--- src/rtl/pkt_rr_arbiter.sv ---
// pkt_rr_arbiter: packet-granular round-robin arbiter sharing one AXI-stream queue between N_SRC sources.
// Define PKT_TIMEOUT_EN to truncate stalled packets with a terminator beat and drain the rest.
module pkt_rr_arbiter #(
    parameter int N_SRC       = 2,
    parameter int TIMEOUT_CYC = 256,
    parameter int CNT_W       = 32
) (
    input  logic                 aclk,
    input  logic                 areset,
    input  logic [N_SRC-1:0]     s_axis_tvalid,
    input  logic [8*N_SRC-1:0]   s_axis_tdata,
    input  logic [N_SRC-1:0]     s_axis_tlast,
    input  logic [8*N_SRC-1:0]   s_axis_tuser_mty,
    output logic [N_SRC-1:0]     s_axis_tready,
    output logic                 m_axis_tvalid,
    output logic [7:0]           m_axis_tdata,
    output logic                 m_axis_tlast,
    output logic [7:0]           m_axis_tuser_mty,
    input  logic                 m_axis_tready,
    output logic                 drop_incmpt_pkt,
    output logic [1:0]           grant_id,
    output logic [CNT_W-1:0]     pkt_cnt
);
    localparam int GW = (N_SRC > 2) ? 2 : 1;
    typedef enum logic [1:0] {IDLE, PKT, DRAIN} state_t;
    state_t          state_q;
    logic [GW-1:0]   grant_q, ptr_q, pick;
    logic            found, out_free, sel_vld, sel_last, acc, tmo;
    logic [7:0]      sel_data, sel_mty;
    logic            m_valid_q, m_last_q;
    logic [7:0]      m_data_q, m_mty_q;
    logic [CNT_W-1:0] cnt_q;
    assign out_free = !m_valid_q || m_axis_tready;
    assign sel_vld  = s_axis_tvalid[grant_q];
    assign sel_last = s_axis_tlast[grant_q];
    assign sel_data = s_axis_tdata[{grant_q, 3'b000} +: 8];
    assign sel_mty  = s_axis_tuser_mty[{grant_q, 3'b000} +: 8];
`ifdef PKT_TIMEOUT_EN
    localparam int SW = $clog2(TIMEOUT_CYC + 1);
    logic [SW-1:0] stall_q;
    logic          drop_q;
    assign tmo = (stall_q == SW'(TIMEOUT_CYC));
    assign drop_incmpt_pkt = drop_q;
`else
    assign tmo = 1'b0;
    assign drop_incmpt_pkt = 1'b0;
`endif
    assign acc = (state_q == PKT) && !tmo && out_free && sel_vld;
    assign s_axis_tready = (((state_q == PKT) && out_free && !tmo) || (state_q == DRAIN))
                         ? (N_SRC'(1) << grant_q) : '0;
    // Later loop iterations are closer to ptr, so the last hit wins.
    always_comb begin
        found = 1'b0;
        pick  = ptr_q;
        for (int k = N_SRC; k >= 1; k--) begin
            if (s_axis_tvalid[GW'((int'(ptr_q) + k) % N_SRC)]) begin
                found = 1'b1;
                pick  = GW'((int'(ptr_q) + k) % N_SRC);
            end
        end
    end
    always_ff @(posedge aclk) begin
        if (areset) begin
            state_q   <= IDLE;
            grant_q   <= '0;
            ptr_q     <= GW'(N_SRC - 1);
            m_valid_q <= 1'b0;
            m_data_q  <= '0;
            m_last_q  <= 1'b0;
            m_mty_q   <= '0;
            cnt_q     <= '0;
`ifdef PKT_TIMEOUT_EN
            stall_q   <= '0;
            drop_q    <= 1'b0;
`endif
        end else begin
            if (out_free) m_valid_q <= 1'b0;
`ifdef PKT_TIMEOUT_EN
            drop_q <= 1'b0;
`endif
            case (state_q)
                IDLE: begin
                    if (found) begin
                        grant_q <= pick;
                        state_q <= PKT;
`ifdef PKT_TIMEOUT_EN
                        stall_q <= '0;
`endif
                    end
                end
                PKT: begin
                    if (acc) begin
                        m_valid_q <= 1'b1;
                        m_data_q  <= sel_data;
                        m_last_q  <= sel_last;
                        m_mty_q   <= sel_mty;
`ifdef PKT_TIMEOUT_EN
                        stall_q   <= '0;
`endif
                        if (sel_last) begin
                            cnt_q   <= cnt_q + CNT_W'(1);
                            ptr_q   <= grant_q;
                            state_q <= IDLE;
                        end
                    end
`ifdef PKT_TIMEOUT_EN
                    else if (tmo) begin
                        if (out_free) begin
                            m_valid_q <= 1'b1;
                            m_data_q  <= '0;
                            m_last_q  <= 1'b1;
                            m_mty_q   <= '0;
                            drop_q    <= 1'b1;
                            state_q   <= DRAIN;
                        end
                    end else if (!sel_vld) begin
                        stall_q <= stall_q + SW'(1);
                    end
                end
                DRAIN: begin
                    if (sel_vld && sel_last) begin
                        ptr_q   <= grant_q;
                        state_q <= IDLE;
                    end
`endif
                end
                default: state_q <= IDLE;
            endcase
        end
    end
    assign m_axis_tvalid    = m_valid_q;
    assign m_axis_tdata     = m_data_q;
    assign m_axis_tlast     = m_last_q;
    assign m_axis_tuser_mty = m_mty_q;
    assign grant_id         = 2'(grant_q);
    assign pkt_cnt          = cnt_q;
endmodule

--- config.mk ---
export PLATFORM = sky130hd
export DESIGN_NAME = pkt_rr_arbiter
export DESIGN_NICKNAME = d
export VERILOG_FILES = /design/src/rtl/pkt_rr_arbiter.sv
export SDC_FILE = /design/constraint.sdc
export NUM_CORES = 1
export LEC_CHECK = 0
export ABC_AREA = 1
export CORE_MARGIN = 3
export CORE_UTILIZATION = 46
export CTS_CLUSTER_DIAMETER = 80
export DETAILED_ROUTE_END_ITERATION = 8
export MAX_ROUTING_LAYER = met4
export PLACE_DENSITY_LB_ADDON = 0.12
export SYNTH_ARGS = -nofsm -noshare
export SYNTH_HDL_FRONTEND = slang
export SYNTH_SLANG_ARGS = --single-unit
--- constraint.sdc ---
create_clock -name aclk -period 1.9 [get_ports aclk]
set_input_delay 0.285 -clock aclk [delete_from_list [all_inputs] [get_ports aclk]]
set_output_delay 0.285 -clock aclk [all_outputs]
set_load 0.02 [all_outputs]
==> results of run 1 <==
-- power breakdown --
group / total (W) / internal, W / switching, W
sequential: 0.00116 / 0.00114 / 0.0000174
combinational: 0.000353 / 0.000177 / 0.000176
clock: 0.000617 / 0.000263 / 0.000354
-- worst paths after layout --
kind              cells after the start  slack (ps)          endpoint          start
setup / recovery                      6         190  s_axis_tready[0]  m_axis_tready
hold / removal                        2         470      m_axis_tlast   m_axis_tlast
setup reg to reg                      8         190       pkt_cnt[30]     pkt_cnt[1]
hold reg to reg                       2         470      m_axis_tlast   m_axis_tlast
-- timing repair --
item / in CTS / in global routing
pin swaps: 0 / 1
gates resized for setup: 2 / 1
hold buffers: 0 / 0
gates cloned: 0 / 0
setup endpoints to repair: 2 / 2
-- per-layer routing --
metal  global-route usage  share of wire  up-vias
li1                     -              -     1562
met1               0.2798           0.45     1396
met2               0.3745           0.46      111
met3              0.04442          0.064       16
met4              0.08187          0.028        0
met5                    -              0        -
-- cell usage after synthesis, types with 4 or more instances --
library cell	n
nor2_2	5
a21oi_1	17
a31oi_1	17
clkbuf_1	4
nand3_1	20
dfxtp_1	53
nor2_1	70
nand4_1	6
nor3_1	4
o21ai_0	24
nand2_2	5
nand2_1	126
inv_1	49
buf_4	5
-- kinds of logic (layout without fill, tap and decap cells) --
group | Yosys count | after routing | share of synthesized area
compound gates | 65 | 65 | 0.1305
xor+xnor | 1 | 1 | 0.003162
fa+ha+maj | 1 | 1 | 0.004516
flops | 53 | 53 | 0.3830
other cells | 1 | 2 | 0.001354
simple gates | 245 | 245 | 0.3785
buf+inv | 65 | 164 | 0.09891
-- per-stage QoR --
stage               instance area, sq um  TNS, ps  utilization  power [W]
global route                        3897        0       0.6867   0.002220
finish                              3897        0       0.6867   0.002129
CTS                                 3895        0       0.6863   0.002145
floorplan                           2774        0            -   0.001359
detailed placement                  3817   -320.7       0.6726   0.001542
global placement                    3817   -158.8       0.6726   0.001535
-- state kept, by name, indices dropped and copies added, names as in the netlist --
signal	cells
m_axis_tuser_mty	8
m_axis_tdata	8
ptr_q	1
m_axis_tvalid	1
m_axis_tlast	1
grant_q	1
state_q	1
pkt_cnt	32
-- worst min-delay path, stage by stage (launching register included) --
cell and delay [ps]:
dfxtp_1 320, nand2_1 60, a21oi_1 50
-- cell type report --
| type | count | area, sq um | share of cell area |
|---|---|---|---|
| Timing Repair Buffer | 107 | 1044 | 0.2677 |
| Sequential cell | 53 | 1061 | 0.2722 |
| Multi-Input combinational cell | 314 | 1439 | 0.3692 |
| Tap cell | 72 | 90.09 | 0.02311 |
| Clock buffer | 8 | 80.08 | 0.02055 |
| Inverter | 49 | 183.9 | 0.04719 |
-- cells in the final DEF (no fill, tap or decap), drive strengths merged --
master	count
a21oi	18
a31oi	17
and3	3
buf	16
clkbuf	8
clkdlybuf4s50	88
conb	2
dfxtp	53
dlygate4sd2	2
dlymetal6s2s	1
ha	1
inv	49
nand2	131
nand3	21
nand3b	1
nand4	6
nor2	77
nor3	6
o21a	1
o21ai	26
o21bai	2
o221ai	1
xnor2	1
==> impl_metrics.tcl, run 1 <==
set metrics [dict create \
    period_share 0.9017 \
    synth-seq-area-share 0.3830 \
    place_inst 595 \
    min_path_type "register to register" \
    path_common_cell "inv_1" \
    cts_setup_buffers 0 \
    netlist_area_sq_um 2770 \
    drc 0 \
    end_kind "primary output" \
    gp_congestion 0.8961 \
    synth-seq-cells 53 \
    io_pins 94 \
    cts_buffers 5 \
    grt_pass1_vias 2862 \
    wirelength_mm 7.710 \
    finalCriticalPeriod_ps 1713 \
    core-area_sq_um 5675 \
    drive_above_1_share 0.06968 \
    synth_top_area_share 0.3830 \
    fin_ws_ps 186.8 \
    synth_area_leaders "dfxtp_1 (38%), nand2_1 (17%), nor2_1 (9.5%)" \
    worstPathRequired_ps 1620 \
    p_leak_nw 1.543 \
    final.fill_count 534 \
    fp.dieH_um 83.60 \
    fin_skew_ps 7.765 \
    area.growth.synth_to_final_pct 40.70 \
    place_hpwl_mm 5.907 \
    start_kind "input port" \
    fin_cells 603 \
    critPathArrivalTime_ps 1430 \
    synth_edf_count 0 \
    crit_family "buffers and inverters" \
    dieArea_sq_um 6989 \
    htreeDepth 2 \
    wl_per_cell_um 12.79 \
    slew_viol_final 0 \
    crit_slowest_cell "clkdlybuf4s50_1" \
    ant_nets 0 \
    ys_async_sr_fraction 0 \
    clkTransAtPathRegs_ps 90 \
    ys.flop_type "dfxtp_1" \
    cts_sinks 53 \
    syn_inst 431 \
    drt_iter0_drc 208 \
    port_buffers 91 \
    rsz0062_at_grt "false" \
    grt_max_degree 33 \
    hold_ws_ps 474.0 \
    grt_pass1_wl_mm 12.97 \
    start_util 0.4881 \
    worst-path-buf-inv 4 \
    cts-root-buf "clkbuf_8" \
    synth_cell_types 31 \
    max_stage_delay_ps 450 \
    clock_path_buffers 2 \
    synth.yosys.warnings 0 \
    power.density_nw_per_um2 546.3 \
    synth_area_leader_cell "dfxtp_1" \
    critPathKind "input port to primary output" \
    die_width_um 83.60 \
    hold_viol 0 \
    status "finished clean" \
    via_per_inst 5.116 \
    num_antenna_cells 0 \
    vdd_drop_max_mv 0.3761 \
    clk_latency_ps 300 \
    antenna_found_initial 0 \
    grt.overflow.total 0 \
    num_vias 3085 \
    setup_violations 0 \
    track_usage 0.2284 \
    crit_chain "clkdlybuf4s50_1 -> inv_1 -> a21oi_2 -> inv_1 -> nor2_1 -> dlygate4sd2_1" \
    max_freq_mhz 583.7 \
    crit_fanout 2 \
    cts_tree "done" \
    nets 570 \
    place_ws_ps -103.5 \
    drv_cap 0 \
    fp-row-count 27 \
    synth.avg_cell_area_sq_um 6.427 \
    first_pass_iters 4 \
]
Note: power is estimated with default switching activity, not from simulation.
==> run 2: changes to the inputs <==
--- a/config.mk
+++ b/config.mk
@@ -10,6 +10,7 @@
 export CORE_UTILIZATION = 46
 export CTS_CLUSTER_DIAMETER = 80
 export DETAILED_ROUTE_END_ITERATION = 8
+export GPL_ROUTABILITY_DRIVEN = 0
 export MAX_ROUTING_LAYER = met4
 export PLACE_DENSITY_LB_ADDON = 0.12
 export SYNTH_ARGS = -nofsm -noshare
==> results of run 2 <==
The final DEF is identical to that of run 1; final timing and power are the same.
==> run 3: changes to the inputs <==
--- a/config.mk
+++ b/config.mk
@@ -6,6 +6,7 @@
 export NUM_CORES = 1
 export LEC_CHECK = 0
 export ABC_AREA = 1
+export ABC_CLOCK_PERIOD_IN_PS = 1900
 export CORE_MARGIN = 3
 export CORE_UTILIZATION = 46
 export CTS_CLUSTER_DIAMETER = 80
==> results of run 3 <==
The final DEF is identical to that of run 1; final timing and power are the same.
==> RTL change: new RTL, config.mk and constraints of run 3 <==
`CNT_W`: 32 -> 48.
--- a/src/rtl/pkt_rr_arbiter.sv
+++ b/src/rtl/pkt_rr_arbiter.sv
@@ -3,7 +3,7 @@
 module pkt_rr_arbiter #(
     parameter int N_SRC       = 2,
     parameter int TIMEOUT_CYC = 256,
-    parameter int CNT_W       = 32
+    parameter int CNT_W       = 48
 ) (
     input  logic                 aclk,
     input  logic                 areset,
Ports: changed (resized pkt_cnt); port bits go from 94 to 110. The function was not compared with the original's and may differ.
==> RTL change against run 3 <==
  * Register-to-register slack got worse by 0.03 ns
  * Worst setup slack got worse by 0.057 ns
  * Routed wire length increased by 44%
  * Non-clock buffer count increased by 23
  * Die area increased by 32%
  * Total power increased by 53%
  * Sequential cell count increased by 16
  * Synthesized area increased by 34%
  * First-iteration DRC count decreased by 2.9%
  * Utilization decreased by 1.2 points
  * Maximum frequency decreased by 3.2%
  * Design area increased by 35%
  * Critical path type is now register to primary output
  * Largest cell class unchanged
  * Highest routed layer unchanged
==> RTL change: results (changes against run 3) <==
| Metric | Value |
|---|---|
| Routed WL | `11.1 mm (+44%)` |
| Commonest cells in the netlist | `nand2_1, nor2_1, dfxtp_1, inv_1, nand3_1` |
| Clock buffers | `12 (+4)` |
| Sequential share of power | `0.462 (-0.083)` |
| Met2 Routed Length | `5.04 mm (+42%)` |
| All-Layer GR Usage | `0.257 (+0.0283)` |
| FMAX | `0.565 GHz (-3.2%)` |
| P&R area growth vs syn | `41.4%` |
| R2R Setup Slk | `0.16 ns (-0.03 ns)` |
| Placed cells | `799 (+34%)` |
| Status | `finished clean` |
| Worst setup startpoint | `pkt_cnt[30]` |
| Sequential area share after synthesis | `0.371 (-0.0122)` |
| Non-clk bufs | `130 (+21%)` |
| Vias after detailed routing | `4253 (+38%)` |
| Comb_multi_in | `449 (+43%)` |
| Footprint of the multi-input gates | `2040 um^2 (+42%)` |
| Reg2reg end | `pkt_cnt[40]` |
| Avg WL per Cell | `13.6 um (+6.5%)` |
| Combinational power | `375 uW (+6.2%)` |
| CP max FO | `5 (+3)` |
| Placed inst area | `5010 um^2 (+31%)` |
| Worst VDD drop | `0.409 mV (+8.9%)` |
| Vias in the first global route | `3833 (+34%)` |
| Setup crit end | `pkt_cnt[30]` |
| Seq cells | `69 (+30%)` |
| Compound-cell area share of the yosys netlist | `0.118 (-0.0126)` |
| M1 wire length | `5.03 mm (+46%)` |
| Tightest hold margin | `0.426 ns (-0.0475 ns)` |
| Pre-Repair DR Iteration Count | `5 (+1)` |
| Cells after Synth | `591 (+37%)` |
RTL change: cell count changes in the layout (fill, tap and decap cells not counted), sizes merged, moves of 5 or more:
| cell | before | now |
|---|---|---|
| buf | 16 | 23 |
| nand4 | 6 | 14 |
| nand3 | 21 | 34 |
| clkdlybuf4s50 | 88 | 104 |
| and3 | 3 | 8 |
| nor3 | 6 | 20 |
| a21oi | 18 | 31 |
| dfxtp | 53 | 69 |
| nand2 | 131 | 162 |
| nor2 | 77 | 118 |
RTL change: critical path: stages (launching register included):
cell,delay (ns)
dfxtp_1,0.37
buf_4,0.16
clkdlybuf4s50_1,0.60
RTL change: kinds of logic after synthesis:
family,Yosys count
AO/OA/AOI/OAI,81
other,1
buffers and inverters,74
XOR/XNOR,2
AND/OR/NAND/NOR,363
flip-flops,69
adder cells (fa/ha/maj),1
RTL change: what timing repair did:
action | 4_1_cts | 5_1_grt
cloned | 0 | 0
endpoints found under the setup margin | 6 | 17
resized for setup | 5 | 9
